### config.mk
export PLATFORM = sky130hd
export DESIGN_NAME = score_bcd_scheduler
export DESIGN_NICKNAME = d
export VERILOG_FILES = /design/src/rtl/score_bcd_scheduler_pkg.sv /design/src/rtl/score_bcd_scheduler.sv
export SDC_FILE = /design/constraint.sdc
export NUM_CORES = 1
export LEC_CHECK = 0
export CAP_MARGIN = 25
export CORE_AREA = 5 5 76 78
export CTS_CLUSTER_DIAMETER = 30
export CTS_CLUSTER_SIZE = 24
export DETAILED_ROUTE_END_ITERATION = 6
export DIE_AREA = 0 0 81 83
export GPL_ROUTABILITY_DRIVEN = 0
export PLACE_DENSITY = 0.83
export SETUP_SLACK_MARGIN = 0.5
export SLEW_MARGIN = 5
export SYNTH_ARGS = -nofsm -noshare
export SYNTH_HDL_FRONTEND = slang
export SYNTH_SLANG_ARGS = --single-unit
### constraint.sdc
create_clock -name clock -period 5.1 [get_ports clock]
set_input_delay 0.765 -clock clock [delete_from_list [all_inputs] [get_ports clock]]
set_output_delay 0.765 -clock clock [all_outputs]
set_load 0.005 [all_outputs]
### src/rtl/score_bcd_scheduler_pkg.sv
// Shared types and widths for the score-to-BCD display scheduler.
package score_bcd_scheduler_pkg;

    localparam int BIN_W = 8;
    localparam int BCD_W = 12;
    localparam int CNT_W = 4;

    typedef enum logic [1:0] {
        ST_IDLE    = 2'd0,
        ST_SETTLE  = 2'd1,
        ST_CAPTURE = 2'd2
    } state_t;

    typedef enum logic {
        CH_A = 1'b0,
        CH_B = 1'b1
    } ch_t;

endpackage

### src/rtl/score_bcd_scheduler.sv
// Shares one external binary-to-BCD converter between the two player scores.
// A channel is pending when it has never been converted or its score differs
// from the value last sent to the converter. The granted score is held on
// conv_bin for SETTLE_CYCLES cycles, then the converter result is latched into
// that player's display register. Round-robin pointer breaks ties.
module score_bcd_scheduler
    import score_bcd_scheduler_pkg::*;
#(
    parameter int SETTLE_CYCLES = 2    // legal range 1..15
) (
    input  logic             clock,
    input  logic             reset,
    input  logic [BIN_W-1:0] score_a,
    input  logic [BIN_W-1:0] score_b,
    output logic [BIN_W-1:0] conv_bin,
    input  logic [BCD_W-1:0] conv_bcd,
    output logic [BCD_W-1:0] bcd_a,
    output logic [BCD_W-1:0] bcd_b,
    output logic             valid_a,
    output logic             valid_b,
    output logic             done,
    output logic             busy
);

    localparam logic [CNT_W-1:0] CNT_INIT = CNT_W'(SETTLE_CYCLES - 1);
    localparam logic [CNT_W-1:0] CNT_ONE  = CNT_W'(1);

    state_t             state_reg;
    ch_t                sel_reg;
    ch_t                rr_ptr_reg;
    logic [CNT_W-1:0]   cnt_reg;
    logic [BIN_W-1:0]   shadow_a_reg;
    logic [BIN_W-1:0]   shadow_b_reg;
    logic [BIN_W-1:0]   conv_bin_reg;
    logic [BCD_W-1:0]   bcd_a_reg;
    logic [BCD_W-1:0]   bcd_b_reg;
    logic               valid_a_reg;
    logic               valid_b_reg;
    logic               done_reg;
    logic               busy_reg;

    logic               pend_a;
    logic               pend_b;
    logic               grant_req;
    ch_t                grant_ch;

    assign pend_a = !valid_a_reg || (score_a != shadow_a_reg);
    assign pend_b = !valid_b_reg || (score_b != shadow_b_reg);

    // Pick the channel to serve: a lone pending channel wins, otherwise rr_ptr decides.
    always_comb begin
        grant_req = pend_a || pend_b;
        grant_ch  = rr_ptr_reg;
        if (pend_a && !pend_b) begin
            grant_ch = CH_A;
        end else if (pend_b && !pend_a) begin
            grant_ch = CH_B;
        end
    end

    // Conversion sequencer: grant, wait for converter to settle, capture, release.
    always_ff @(posedge clock) begin
        if (reset) begin
            state_reg    <= ST_IDLE;
            sel_reg      <= CH_A;
            rr_ptr_reg   <= CH_A;
            cnt_reg      <= '0;
            shadow_a_reg <= '0;
            shadow_b_reg <= '0;
            conv_bin_reg <= '0;
            bcd_a_reg    <= '0;
            bcd_b_reg    <= '0;
            valid_a_reg  <= 1'b0;
            valid_b_reg  <= 1'b0;
            done_reg     <= 1'b0;
            busy_reg     <= 1'b0;
        end else begin
            done_reg <= 1'b0;
            case (state_reg)
                ST_IDLE: begin
                    if (grant_req) begin
                        sel_reg   <= grant_ch;
                        cnt_reg   <= CNT_INIT;
                        busy_reg  <= 1'b1;
                        state_reg <= ST_SETTLE;
                        if (grant_ch == CH_A) begin
                            conv_bin_reg <= score_a;
                            shadow_a_reg <= score_a;
                        end else begin
                            conv_bin_reg <= score_b;
                            shadow_b_reg <= score_b;
                        end
                    end
                end
                ST_SETTLE: begin
                    if (cnt_reg == '0) begin
                        state_reg <= ST_CAPTURE;
                    end else begin
                        cnt_reg <= cnt_reg - CNT_ONE;
                    end
                end
                ST_CAPTURE: begin
                    if (sel_reg == CH_A) begin
                        bcd_a_reg   <= conv_bcd;
                        valid_a_reg <= 1'b1;
                    end else begin
                        bcd_b_reg   <= conv_bcd;
                        valid_b_reg <= 1'b1;
                    end
                    done_reg   <= 1'b1;
                    rr_ptr_reg <= ch_t'(~sel_reg);
                    busy_reg   <= 1'b0;
                    state_reg  <= ST_IDLE;
                end
                default: begin
                    busy_reg  <= 1'b0;
                    state_reg <= ST_IDLE;
                end
            endcase
        end
    end

    assign conv_bin = conv_bin_reg;
    assign bcd_a    = bcd_a_reg;
    assign bcd_b    = bcd_b_reg;
    assign valid_a  = valid_a_reg;
    assign valid_b  = valid_b_reg;
    assign done     = done_reg;
    assign busy     = busy_reg;

endmodule

# Yosys cells after proc, flatten, opt, wreduce, memory -nomap -nowiden
# Index checks and enable logic that the tools add are counted.
# word_totals
ff_bits	60
latchBits	0
mem_bits_rw	0
romBits	0
input_bits	30
out_inout_bits	36
word_cells	56
memories	0
# op_classes
addsub	1
mul	0
div_mod_pow	0
magnitude_cmp	0
n_eq_ne	7
n_shift	0
muxes	12
n_bitwise	3
reduce_logical	20
# op_table
operator	count
!= test 8 bit	2
AND reduction 2 bit	5
AND reduction 3 bit	3
two-way mux 4 bit	2
two-way mux 8 bit	1
one-hot mux 4 bit (2 select lines)	1
!= test 2 bit, second input constant	3
logical NOT 1 bit	4
logical NOT 4 bit	1
two-way mux 1 bit	4
two-way mux 2 bit	2
one-hot mux 2 bit (2 select lines)	1
subtractor 4 x 1 -> 4 bit, second input constant	1
logical OR 1 bit	3
NOT 1 bit	3
== test 2 x 1 -> 1 bit, second input constant	1
== test 2 bit, second input constant	1
logical AND 1 bit	2
logical NOT 2 bit	1
one-hot mux 1 bit (2 select lines)	1
nonzero test 2 bit	1

# Longest topological paths before layout
# Gate-level depths: netlist of the first run.
# depth
word_depth	8
ltp_mapped	7
depth_no_buf	7

# Worst setup path before layout of the first run
# No wires, ideal clock.
# synth_timing
kind	input port to flip-flop
startpoint	input port score_a[0]
endpoint	register cnt_reg[1]
setup_ns	0.070
t_arrival_ns	2.102
required_ns	5.030
slack_ns	2.927
path_stages	6
path_buffers	1
cell_sequence	xor2_1 -> nor4_4 -> nand3_2 -> buf_6 -> or4_1 -> a21oi_1
# synth_between
elab_chain_cells	5
# synth_rtl
element	line	source
start: declaration	score_bcd_scheduler.sv:13	input logic [BIN_W-1:0] score_a,
!= test 8 bit	score_bcd_scheduler.sv:47	assign pend_a = !valid_a_reg || (score_a != shadow_a_reg);
logical OR 1 bit	score_bcd_scheduler.sv:47	
logical OR 1 bit	score_bcd_scheduler.sv:52	grant_req = pend_a || pend_b;
!= test 2 bit (no line)	--	
AND reduction 3 bit (no line)	--	
end signal: assignment	score_bcd_scheduler.sv:99	cnt_reg <= cnt_reg - CNT_ONE;
end: declaration	score_bcd_scheduler.sv:31	logic [CNT_W-1:0] cnt_reg;
# No other way between the ends.
# A chain may end at the register's enable or synchronous reset.

# Worst setup path after layout of the first run
# layout_timing
startpoint	input port score_b[5]
endpoint	register conv_bin_reg[1], in the netlist conv_bin[1]
# layout_between
elab_chain_cells	6
elab_cells_between_ends	10
classes_between	eq/ne: 1; mux: 3; reduce/logical: 6
# layout_rtl
element	line	source
start: declaration	score_bcd_scheduler.sv:14	input logic [BIN_W-1:0] score_b,
!= test 8 bit (*)	score_bcd_scheduler.sv:48	assign pend_b = !valid_b_reg || (score_b != shadow_b_reg);
logical OR 1 bit (*)	score_bcd_scheduler.sv:48	
logical AND 1 bit or logical NOT 1 bit (tied branches)	score_bcd_scheduler.sv:56, score_bcd_scheduler.sv:54	
two-way mux 1 bit or logical AND 1 bit (tied branches)	score_bcd_scheduler.sv:56, score_bcd_scheduler.sv:54	
two-way mux 1 bit	score_bcd_scheduler.sv:54	if (pend_a && !pend_b) begin
two-way mux 8 bit	score_bcd_scheduler.sv:86	if (grant_ch == CH_A) begin
end signal: assignment	score_bcd_scheduler.sv:87	conv_bin_reg <= score_a;
end signal: assignment	score_bcd_scheduler.sv:90	conv_bin_reg <= score_b;
end: declaration	score_bcd_scheduler.sv:34	logic [BIN_W-1:0] conv_bin_reg;
# Mark *: on every way between the ends. The rest lies on a longest branch, timed or not.

==> run summary, run 1 <==
Final Util = 0.675
Initial DRC Count = 107
N_diodes = 0
Fillers = 422
CTS Buf Count = 9
Die H = 83 um
RSZ-0062 raised after global routing = no
Max VDD drop = 0.000226 V
Share of flip-flops with an asynchronous set or reset = 0
Routed vias = 2268
CP Class = in2reg
DRC = 0
Max Cap Violations = 0
Clk buf depth = 2
Syn Area/Cell = 8.64 um2
Core area = 0.00501 mm2
DR top layer = met4
Worst path slowest cell = o31ai_1
DR WL met2 = 3.14 mm
CP Cell Sequence = clkdlybuf4s50_1 -> xnor2_1 -> nand4_1 -> o31ai_1 -> nand4_1 -> o311ai_0
Crit-path leading delay family = compound AO/OA/AOI/OAI gates
Worst EP arrival = 2830 ps
Detail Placement HPWL = 4.60 mm
Largest net degree at the start of global routing = 46
Clock sink total = 60
CP max stage delay = 750 ps
Vias in the first global route = 2174
Post-synth top area cell = dfxtp_1
Synthesized Nets = 321
Slew @ Worst Pin = 978 ps
PD cells = 331 mW/mm2
DRT Pass-1 Iters = 4
Top Ports = 66
Most common flop cell mapped by yosys = dfxtp_1
Post-synthesis register bit count = 60
Met3 wire length = 449 um
CP startpoint kind = input pin
Number of flops mapped to enable cells by yosys = 0
Worst-path clk slew = 70 ps
Tcrit/Tclk final = 0.508
Root buf cell = clkbuf_8
Commonest non-fill, non-tap cell in the layout = nand2_1
Clock Latency Late Sink = 340 ps
Post-CTS resize count = 0
Max Fanout on Critical Path = 8
H-tree depth = 3
Final ANT Viol Nets = 0
Fin nets = 383
Place WS = 2170 ps
Final slew viol count = 0
Drt wl/cell = 15.0 um
First-pass GRT wire length = 10.7 mm
Required time of the critical path = 5340 ps
Commonest non-fill, non-tap cells in the layout = 67 x nand2_1, 65 x clkdlybuf4s50_1, 60 x dfxtp_1, 28 x a21oi_1, 16 x o211ai_1
Finished Layout Cells = 426
Post-Syn Instances = 289
Period minus WS final = 2590 ps
Die X = 81 um
Setup violations, final = 0
Buf/Inv on CP = 1
IO Port Bufs = 65
Crit. End Element = flop
Post-Syn Area = 0.00250 mm2
Distinct cells, synth = 41
Yosys warnings = 0
Setup ws final = 2510 ps
Seq/Total Area, Yosys = 0.481
Share of layout cells above drive strength 1 = 0.0702
Fmax = 386 MHz
CTS tree = yes
Num rows = 26
Yosys top cell area share = 0.481
Placed cells = 410
Initial Util = 0.499
DR vias/cell = 5.32
Total power = 0.00112 W
Final WL = 6.40 mm
Status = completed
Post-CTS Repair Setup Buffers = 0
P&R area growth vs syn = 35.4%
CP dominant cell by count = nand4_1
Fin Clk Skew = 10.7 ps
Rel. slew slack = 0.342
Gr ovfl total = 0
Synth area leaders = dfxtp_1 48%, nand2_1 10%, a21oi_1 5.6%
Hold Violations, Final = 0
M1 wire length = 2.72 mm
Leakage = 1.22 nW
Initial antenna violation count = 0
Hold Path Class = reg2reg
Setup TNS = 0 ps
Hold_buf cts = 0
Full die area = 0.00672 mm2
Total track usage = 0.204
-- cell usage after synthesis, types with 2 or more instances --
| master | count |
|---|---|
| xnor2_1 | 10 |
| nand4_1 | 9 |
| o211ai_1 | 16 |
| xor2_1 | 8 |
| nor2_1 | 8 |
| clkbuf_1 | 13 |
| and2_1 | 2 |
| o31ai_1 | 2 |
| o311ai_0 | 8 |
| nand2b_1 | 5 |
| inv_1 | 11 |
| nand2_1 | 67 |
| o31a_1 | 2 |
| a21oi_1 | 28 |
| nor2b_1 | 2 |
| dfxtp_1 | 60 |
| nor3_1 | 3 |
| nand3_1 | 10 |
| ha_1 | 2 |
| a31oi_1 | 2 |
-- cell type report --
class,instances,area (um2),share of cell area
clock buffers,10,138,0.0407
well taps,70,87.6,0.0259
clock inverters,6,63.8,0.0189
inverters,12,45.0,0.0133
repair buffers,66,658,0.195
flip-flops and latches,60,1200,0.355
multi-input cells,202,1190,0.351
-- worst min-delay path, stage by stage, from the launching register on --
cell and delay, ps:
dfxtp_1 310, nand2_1 50, a21oi_1 50
-- worst paths after layout --
| check | cells past startpoint | slack (ps) | from | to |
|---|---|---|---|---|
| max reg2reg | 5 | 3070 | shadow_b_reg[1]$_SDFFE_PP0P_ | conv_bin[1]$_SDFFE_PP0P_ |
| min | 2 | 450 | bcd_b[1]$_SDFFE_PP0P_ | bcd_b[1]$_SDFFE_PP0P_ |
| max | 6 | 2510 | score_b[5] | conv_bin[1]$_SDFFE_PP0P_ |
| min reg2reg | 2 | 450 | bcd_b[1]$_SDFFE_PP0P_ | bcd_b[1]$_SDFFE_PP0P_ |
-- logic make-up (layout without fill, tap and decap cells) --
group / after synthesis / after routing / share of synthesized area
AO/OA/AOI/OAI: 65 / 65 / 0.173
AND/OR/NAND/NOR: 116 / 116 / 0.224
flip-flops: 60 / 60 / 0.481
XOR/XNOR: 18 / 18 / 0.0631
buffers and inverters: 27 / 94 / 0.0436
adder cells (fa/ha/maj): 2 / 2 / 0.0100
multiplexers: 1 / 1 / 0.00451
-- through the flow --
step,hold slack (ps),area (um2)
2_1_floorplan,453,2500
3_3_place_gp,442,3180
3_5_place_dp,446,3180
4_1_cts,457,3380
5_1_grt,475,3380
6_report,452,3380
-- where the power goes --
group / switching [W] / internal (W)
Combinational: 0.0000888 / 0.0000828
Sequential: 0.0000216 / 0.000498
Clock: 0.000192 / 0.000238
-- per-layer routing --
layer | up-vias | global-route usage
li1 | 1136 | -
met3 | 9 | 0.0574
met2 | 75 | 0.335
met1 | 1048 | 0.253
met5 | - | 0
met4 | 0 | 0.0691
(Power assumes the default switching activity.)
==> run 2, diff against run 1 <==
--- a/config.mk
+++ b/config.mk
@@ -6,13 +6,13 @@
 export NUM_CORES = 1
 export LEC_CHECK = 0
 export CAP_MARGIN = 25
-export CORE_AREA = 5 5 76 78
+export CORE_AREA = 5 5 79 81
 export CTS_CLUSTER_DIAMETER = 30
 export CTS_CLUSTER_SIZE = 24
 export DETAILED_ROUTE_END_ITERATION = 6
-export DIE_AREA = 0 0 81 83
+export DIE_AREA = 0 0 84 86
 export GPL_ROUTABILITY_DRIVEN = 0
-export PLACE_DENSITY = 0.83
+export PLACE_DENSITY = 0.78
 export SETUP_SLACK_MARGIN = 0.5
 export SLEW_MARGIN = 5
 export SYNTH_ARGS = -nofsm -noshare
==> constraint.sdc (replaced) <==
create_clock -name clock -period 2.45 [get_ports clock]
set_input_delay 0.3675 -clock clock [delete_from_list [all_inputs] [get_ports clock]]
set_output_delay 0.3675 -clock clock [all_outputs]
set_load 0.005 [all_outputs]
==> run 2 against run 1 <==
First-iteration DRC count grew 88%; sequential power grew 110%; design area grew 2.3%; wire length grew 2.5%; final cell count grew 2.6%; die area grew 7.5%; global-route usage shrank 1.9 points; register-to-register slack lost 2500 ps; clock skew shrank 2.8 ps; worst hold slack gained 3.3 ps.
==> run summary, run 2 (synthesis gave the netlist of run 1 again) <==
Largest net degree at the start of global routing = 36 (-22%)
Hold Crit Start = bcd_a[4]$_SDFFE_PP0P_
First-pass GRT wire length = 10.7 mm (-0.51%)
Routed vias = 2327 (+2.6%)
Fillers = 460 (+9.0%)
CTS tree = yes
Initial antenna violation count = 0 (unchanged)
Cell depth of the worst flop-to-flop path = 7 (+2)
Initial Util = 0.462 (-0.0365)
Rel. slew slack = 0.669 (+0.326)
Gr ovfl total = 0 (unchanged)
Cells on Worst Hold Path = 2 (unchanged)
Full die area = 0.00722 mm2 (+7.5%)
Seq pwr share = 0.466 (+0.003)
Num rows = 27 (+3.8%)
H-tree depth = 3 (unchanged)
Total track usage = 0.185 (-0.0190)
Commonest non-fill, non-tap cell in the layout = nand2_1
Hold Slack = 456 ps (+3.31 ps)
Top Ports = 66 (unchanged)
Reg-to-Reg End = cnt_reg[1]$_SDFFE_PP0P_
Fin nets = 392 (+2.3%)
Worst r2r src = cnt_reg[0]$_SDFFE_PP0P_
Worst reg-to-reg setup slack = 530 ps (-2540 ps)
Hold Crit Endpoint = bcd_a[4]$_SDFFE_PP0P_
Root buf cell = clkbuf_8
CTS Buf Count = 9 (unchanged)
Fin Clk Skew = 7.84 ps (-2.82 ps)
Commonest non-fill, non-tap cells in the layout = 67 x nand2_1, 65 x clkdlybuf4s50_1, 60 x dfxtp_1, 28 x a21oi_1, 16 x o211ai_1
Switch Pwr = 0.000626 W (+110%)
Fmax = 520 MHz
Hold_buf cts = 0 (unchanged)
Clk pwr share = 0.368 (-0.015)
Clk buf depth = 2 (unchanged)
Sw frac = 0.270 (about the same)
Required time of the critical path = 2660 ps (-2680 ps)
Clock Latency Late Sink = 330 ps (about the same)
DRT Pass-1 Iters = 4 (unchanged)
Status = completed
Worst-path clk slew = 70 ps (about the same)
Final slew viol count = 0 (unchanged)
Crit. End Element = flop
Share of layout cells above drive strength 1 = 0.101 (+0.0311)
Hold Violations, Final = 0 (unchanged)
Drt wl/cell = 15.0 um (about the same)
PD cells = 670 mW/mm2 (+100%)
Post-CTS Repair Setup Buffers = 0 (unchanged)
RSZ-0062 raised after global routing = yes
Hold Path Class = reg2reg
Final WL = 6.56 mm (+2.5%)
CP startpoint kind = flop
Core area = 0.00541 mm2 (+7.9%)
Detail Placement HPWL = 4.68 mm (+1.7%)
IO Port Bufs = 65 (unchanged)
Die X = 84 um (+3.7%)
Setup violations, final = 0 (unchanged)
Initial DRC Count = 201 (+88%)
Period minus WS final = 1920 ps
Max Fanout on Critical Path = 5 (-3)
Die H = 86 um (+3.6%)
Leakage = 1.26 nW (+3.4%)
Setup TNS = 0 ps (unchanged)
Final ANT Viol Nets = 0 (unchanged)
DRC = 0 (unchanged)
Max VDD drop = 0.000472 V (+110%)
Sequential cell area = 0.00120 mm2 (unchanged)
P&R area growth vs syn = 38.5%
Max Cap Violations = 0 (unchanged)
Tcrit/Tclk final = 0.785
Logic pwr share = 0.166 (+0.013)
Slew @ Worst Pin = 497 ps (-481 ps)
Area occupied by multi-input gates = 0.00120 mm2 (+1.5%)
Vias in the first global route = 2193 (+0.87%)
Clock sink total = 60 (unchanged)
CP Class = reg2reg
N_diodes = 0 (unchanged)
Internal power = 0.00169 W (+110%)
Worst EP arrival = 2130 ps (-700 ps)
DR vias/cell = 5.32 (about the same)
## run 2: layout make-up
cell class	instances	share of cell area
Tap cell	72	0.0260
Multi-Input combinational cell	202	0.348
Timing Repair Buffer	75	0.210
Clock inverter	6	0.0188
Sequential cell	60	0.347
Clock buffer	10	0.0369
Inverter	12	0.0130
## run 2: worst max-delay path: stages (launching register included)
cell and delay [ps]:
dfxtp_1 330, inv_1 100, ha_1 160, or3b_2 470
nor2b_2 200, mux2_2 280, a22oi_1 170, a21oi_1 90
## run 2: layer usage
layer | wire length (um) | vias to the layer above | track usage
met5 | 0 | - | 0
met4 | 53 | 0 | 0.0731
met3 | 393 | 7 | 0.0500
met2 | 3020 | 83 | 0.291
met1 | 3090 | 1080 | 0.243
li1 | - | 1157 | -
## run 2: worst max path at each step
stage / from / endpoint / slack (ps)
finish: cnt_reg[0]$_SDFFE_PP0P_ / cnt_reg[1]$_SDFFE_PP0P_ / 530
global route: cnt_reg[1]$_SDFFE_PP0P_ / cnt_reg[1]$_SDFFE_PP0P_ / 470
CTS: cnt_reg[1]$_SDFFE_PP0P_ / cnt_reg[1]$_SDFFE_PP0P_ / 510
detailed placement: score_a[0] / conv_bin[7]$_SDFFE_PP0P_ / 130
global placement: score_a[0] / cnt_reg[0]$_SDFFE_PP0P_ / 210
floorplan: score_a[0] / cnt_reg[1]$_SDFFE_PP0P_ / 670
## run 2: stage by stage
step | total power (W) | area [um2] | utilization | setup WS, ps | cells
finish | 0.00232 | 3460 | 0.640 | 527 | 437
detailed placement | 0.00147 | 3250 | 0.601 | 131 | 421
floorplan | 0.00129 | 2500 | - | 675 | 289
global route | 0.00242 | 3460 | 0.640 | 470 | 437
CTS | 0.00233 | 3440 | 0.637 | 514 | 437
global placement | 0.00146 | 3250 | 0.601 | 205 | 421
## run 2: what timing repair did
item / 4_1_cts / 5_1_grt
gates resized for setup: 2 / 7
endpoints found under the setup margin: 2 / 9
pin swaps: 0 / 1
## run 2: power groups by stage
stage	sequential, W	combinational, W	clock [W]
final	0.00108	0.000384	0.000854
after global routing	0.00109	0.000418	0.000920
after CTS	0.00108	0.000377	0.000874
after detailed placement	0.00110	0.000372	0
after global placement	0.00110	0.000364	0
after floorplan	0.00109	0.000195	0
==> run 3, diff against run 2 <==
==> constraint.sdc (replaced) <==
create_clock -name clock -period 1.78 [get_ports clock]
set_input_delay 0.267 -clock clock [delete_from_list [all_inputs] [get_ports clock]]
set_output_delay 0.267 -clock clock [all_outputs]
set_load 0.005 [all_outputs]
==> run 3 against run 2 <==
The run now ends with negative setup slack left; largest cell class unchanged; global-route usage grew 2.2 points; sequential share of layout area down 2.8 points; clock skew down 0.73 ps; critical endpoint unchanged; critical path type unchanged; fmax increased by 6.4%; die area unchanged; register-to-register slack got worse by 550 ps; wire length rose by 14%.
==> run summary, run 3 (synthesis gave the netlist of run 1 again) <==
Largest net degree at the start of global routing = 36 (unchanged)
Cell depth of the worst flop-to-flop path = 5 (-2)
Die H = 86 um (unchanged)
Final ANT Viol Nets = 0 (unchanged)
Hold Crit Start = score_a[4]
H-tree depth = 3 (unchanged)
DR vias/cell = 5.41 (+1.7%)
First-pass GRT wire length = 11.8 mm (+11%)
Crit. End Element = flop
CTS tree = yes
Final WL = 7.50 mm (+14%)
Setup TNS = -26.6 ps (-26.6 ps)
Finished Layout Cells = 457 (+4.6%)
Clock Latency Late Sink = 350 ps (+20 ps)
Initial DRC Count = 237 (+18%)
Gr ovfl total = 0 (unchanged)
Rel. slew slack = 0.718 (+0.0497)
CP Cell Sequence = xor2_2 -> nor4_4 -> nand3_2 -> or4_4 -> a21oi_2
Status = finished with violations
Root buf cell = clkbuf_8
Placed cells = 434 (+3.1%)
Hold Path Class = in2reg
RSZ-0062 raised after global routing = yes
Routed vias = 2474 (+6.3%)
Share of layout cells above drive strength 1 = 0.255 (+0.153)
Full die area = 0.00722 mm2 (unchanged)
Max Cap Violations = 0 (unchanged)
Worst-path clk slew = 70 ps (about the same)
Leakage = 1.64 nW (+30%)
Worst reg-to-reg setup slack = -30 ps (-550 ps)
Hold Crit Endpoint = shadow_a_reg[4]$_SDFFE_PP0P_
Max VDD drop = 0.000627 V (+33%)
Commonest non-fill, non-tap cell in the layout = nand2_1
Max Fanout on Critical Path = 4 (-1)
Detail Placement HPWL = 4.97 mm (+6.3%)
Final Util = 0.709 (+0.0690)
N_diodes = 0 (unchanged)
Setup ws final = -26.6 ps (-554 ps)
Top Ports = 66 (unchanged)
Clock sink total = 60 (unchanged)
PD cells = 913 mW/mm2 (+36%)
Worst EP arrival = 2080 ps (-50 ps)
CP startpoint kind = flop
Core area = 0.00541 mm2 (unchanged)
Tcrit/Tclk final = 1.01 (+0.230)
Fillers = 408 (-11%)
CP Class = reg2reg
IO Port Bufs = 65 (unchanged)
Reg-to-Reg End = cnt_reg[1]$_SDFFE_PP0P_
Clk buf depth = 2 (unchanged)
Drt wl/cell = 16.4 um (+9.3%)
Vias in the first global route = 2377 (+8.4%)
Failing checks = negative setup slack
Worst r2r src = shadow_a_reg[5]$_SDFFE_PP0P_
Die X = 84 um (unchanged)
Hold Violations, Final = 0 (unchanged)
P&R area growth vs syn = 53.5%
CTS Buf Count = 9 (unchanged)
Final slew viol count = 0 (unchanged)
Worst path slowest cell = or4_4
Hold_buf cts = 0 (unchanged)
DRC = 0 (unchanged)
Fin Clk Skew = 7.11 ps (-0.727 ps)
Setup violations, final = 1 (+1)
Cells on Worst Hold Path = 3 (+1)
Total track usage = 0.207 (+0.0219)
Hold Slack = 321 ps (-134 ps)
Period minus WS final = 1810 ps (-116 ps)
Initial Util = 0.462 (unchanged)
DRT Pass-1 Iters = 5 (+1)
Commonest non-fill, non-tap cells in the layout = 66 x nand2_1, 45 x dlygate4sd2_1, 44 x dfxtp_1, 27 x a21oi_1, 22 x buf_4
CP max stage delay = 530 ps (+60 ps)
Total power = 0.00350 W (+51%)
Fmax = 554 MHz (+6.4%)
Slew @ Worst Pin = 421 ps (-75.9 ps)
Initial antenna violation count = 0 (unchanged)
Fin nets = 412 (+5.1%)
Num rows = 27 (unchanged)
Required time of the critical path = 2060 ps (-600 ps)
[run 3: layout make-up]
type,instances,area [um2],area share
clock buffer,10,138,0.0359
clock inverter,6,87.6,0.0229
inverter,12,45.0,0.0118
multi-input combinational,203,1400,0.364
sequential,60,1220,0.319
tap,72,90.1,0.0235
timing repair buffer,94,852,0.222
[run 3: metal layers]
metal / up-vias / track usage / part of all wire
li1: 1190 / - / -
met2: 101 / 0.346 / 0.49
met1: 1164 / 0.254 / 0.42
met5: - / 0 / 0
met3: 19 / 0.0576 / 0.072
met4: 0 / 0.0819 / 0.021
[run 3: what timing repair did]
item / in CTS / in global routing
setup buffers: 3 / 1
pin swaps: 32 / 16
gates resized for setup: 70 / 22
gates cloned: 1 / 2
setup endpoints to repair: 77 / 47
[run 3: how the worst max path moves through the flow]
| stage | from | end | cells after the start |
|---|---|---|---|
| 2_1_floorplan | shadow_a_reg[5]$_SDFFE_PP0P_ | cnt_reg[1]$_SDFFE_PP0P_ | 6 |
| 3_3_place_gp | score_a[5] | cnt_reg[3]$_SDFFE_PP0P_ | 7 |
| 3_5_place_dp | score_a[5] | cnt_reg[3]$_SDFFE_PP0P_ | 7 |
| 4_1_cts | shadow_a_reg[0]$_SDFFE_PP0P_ | cnt_reg[1]$_SDFFE_PP0P_ | 5 |
| 5_1_grt | cnt_reg[1]$_SDFFE_PP0P_ | cnt_reg[1]$_SDFFE_PP0P_ | 7 |
| 6_report | shadow_a_reg[5]$_SDFFE_PP0P_ | cnt_reg[1]$_SDFFE_PP0P_ | 5 |
[run 3: power by group]
| part | leakage (nW) | switching, W | total [W] | internal (W) |
|---|---|---|---|---|
| Clock | 0.105 | 0.000555 | 0.00138 | 0.000822 |
| Combinational | 1.04 | 0.000323 | 0.000633 | 0.000310 |
| Sequential | 0.496 | 0.0000602 | 0.00149 | 0.00143 |
[run 3: through the flow]
stage / setup WS, ps / area [um2]
after floorplan: 88.3 / 2610
after global placement: -384 / 3450
after detailed placement: -487 / 3450
after CTS: 112 / 3730
after global routing: -56.3 / 3830
final: -26.6 / 3830
[run 3: worst max-delay path, delay by kind of cell, from the launching register on]
| kind | cells | cell delay [ps] |
|---|---|---|
| simple gates | 3 | 1060 |
| flops | 1 | 340 |
| xor+xnor | 1 | 190 |
| compound gates | 1 | 140 |
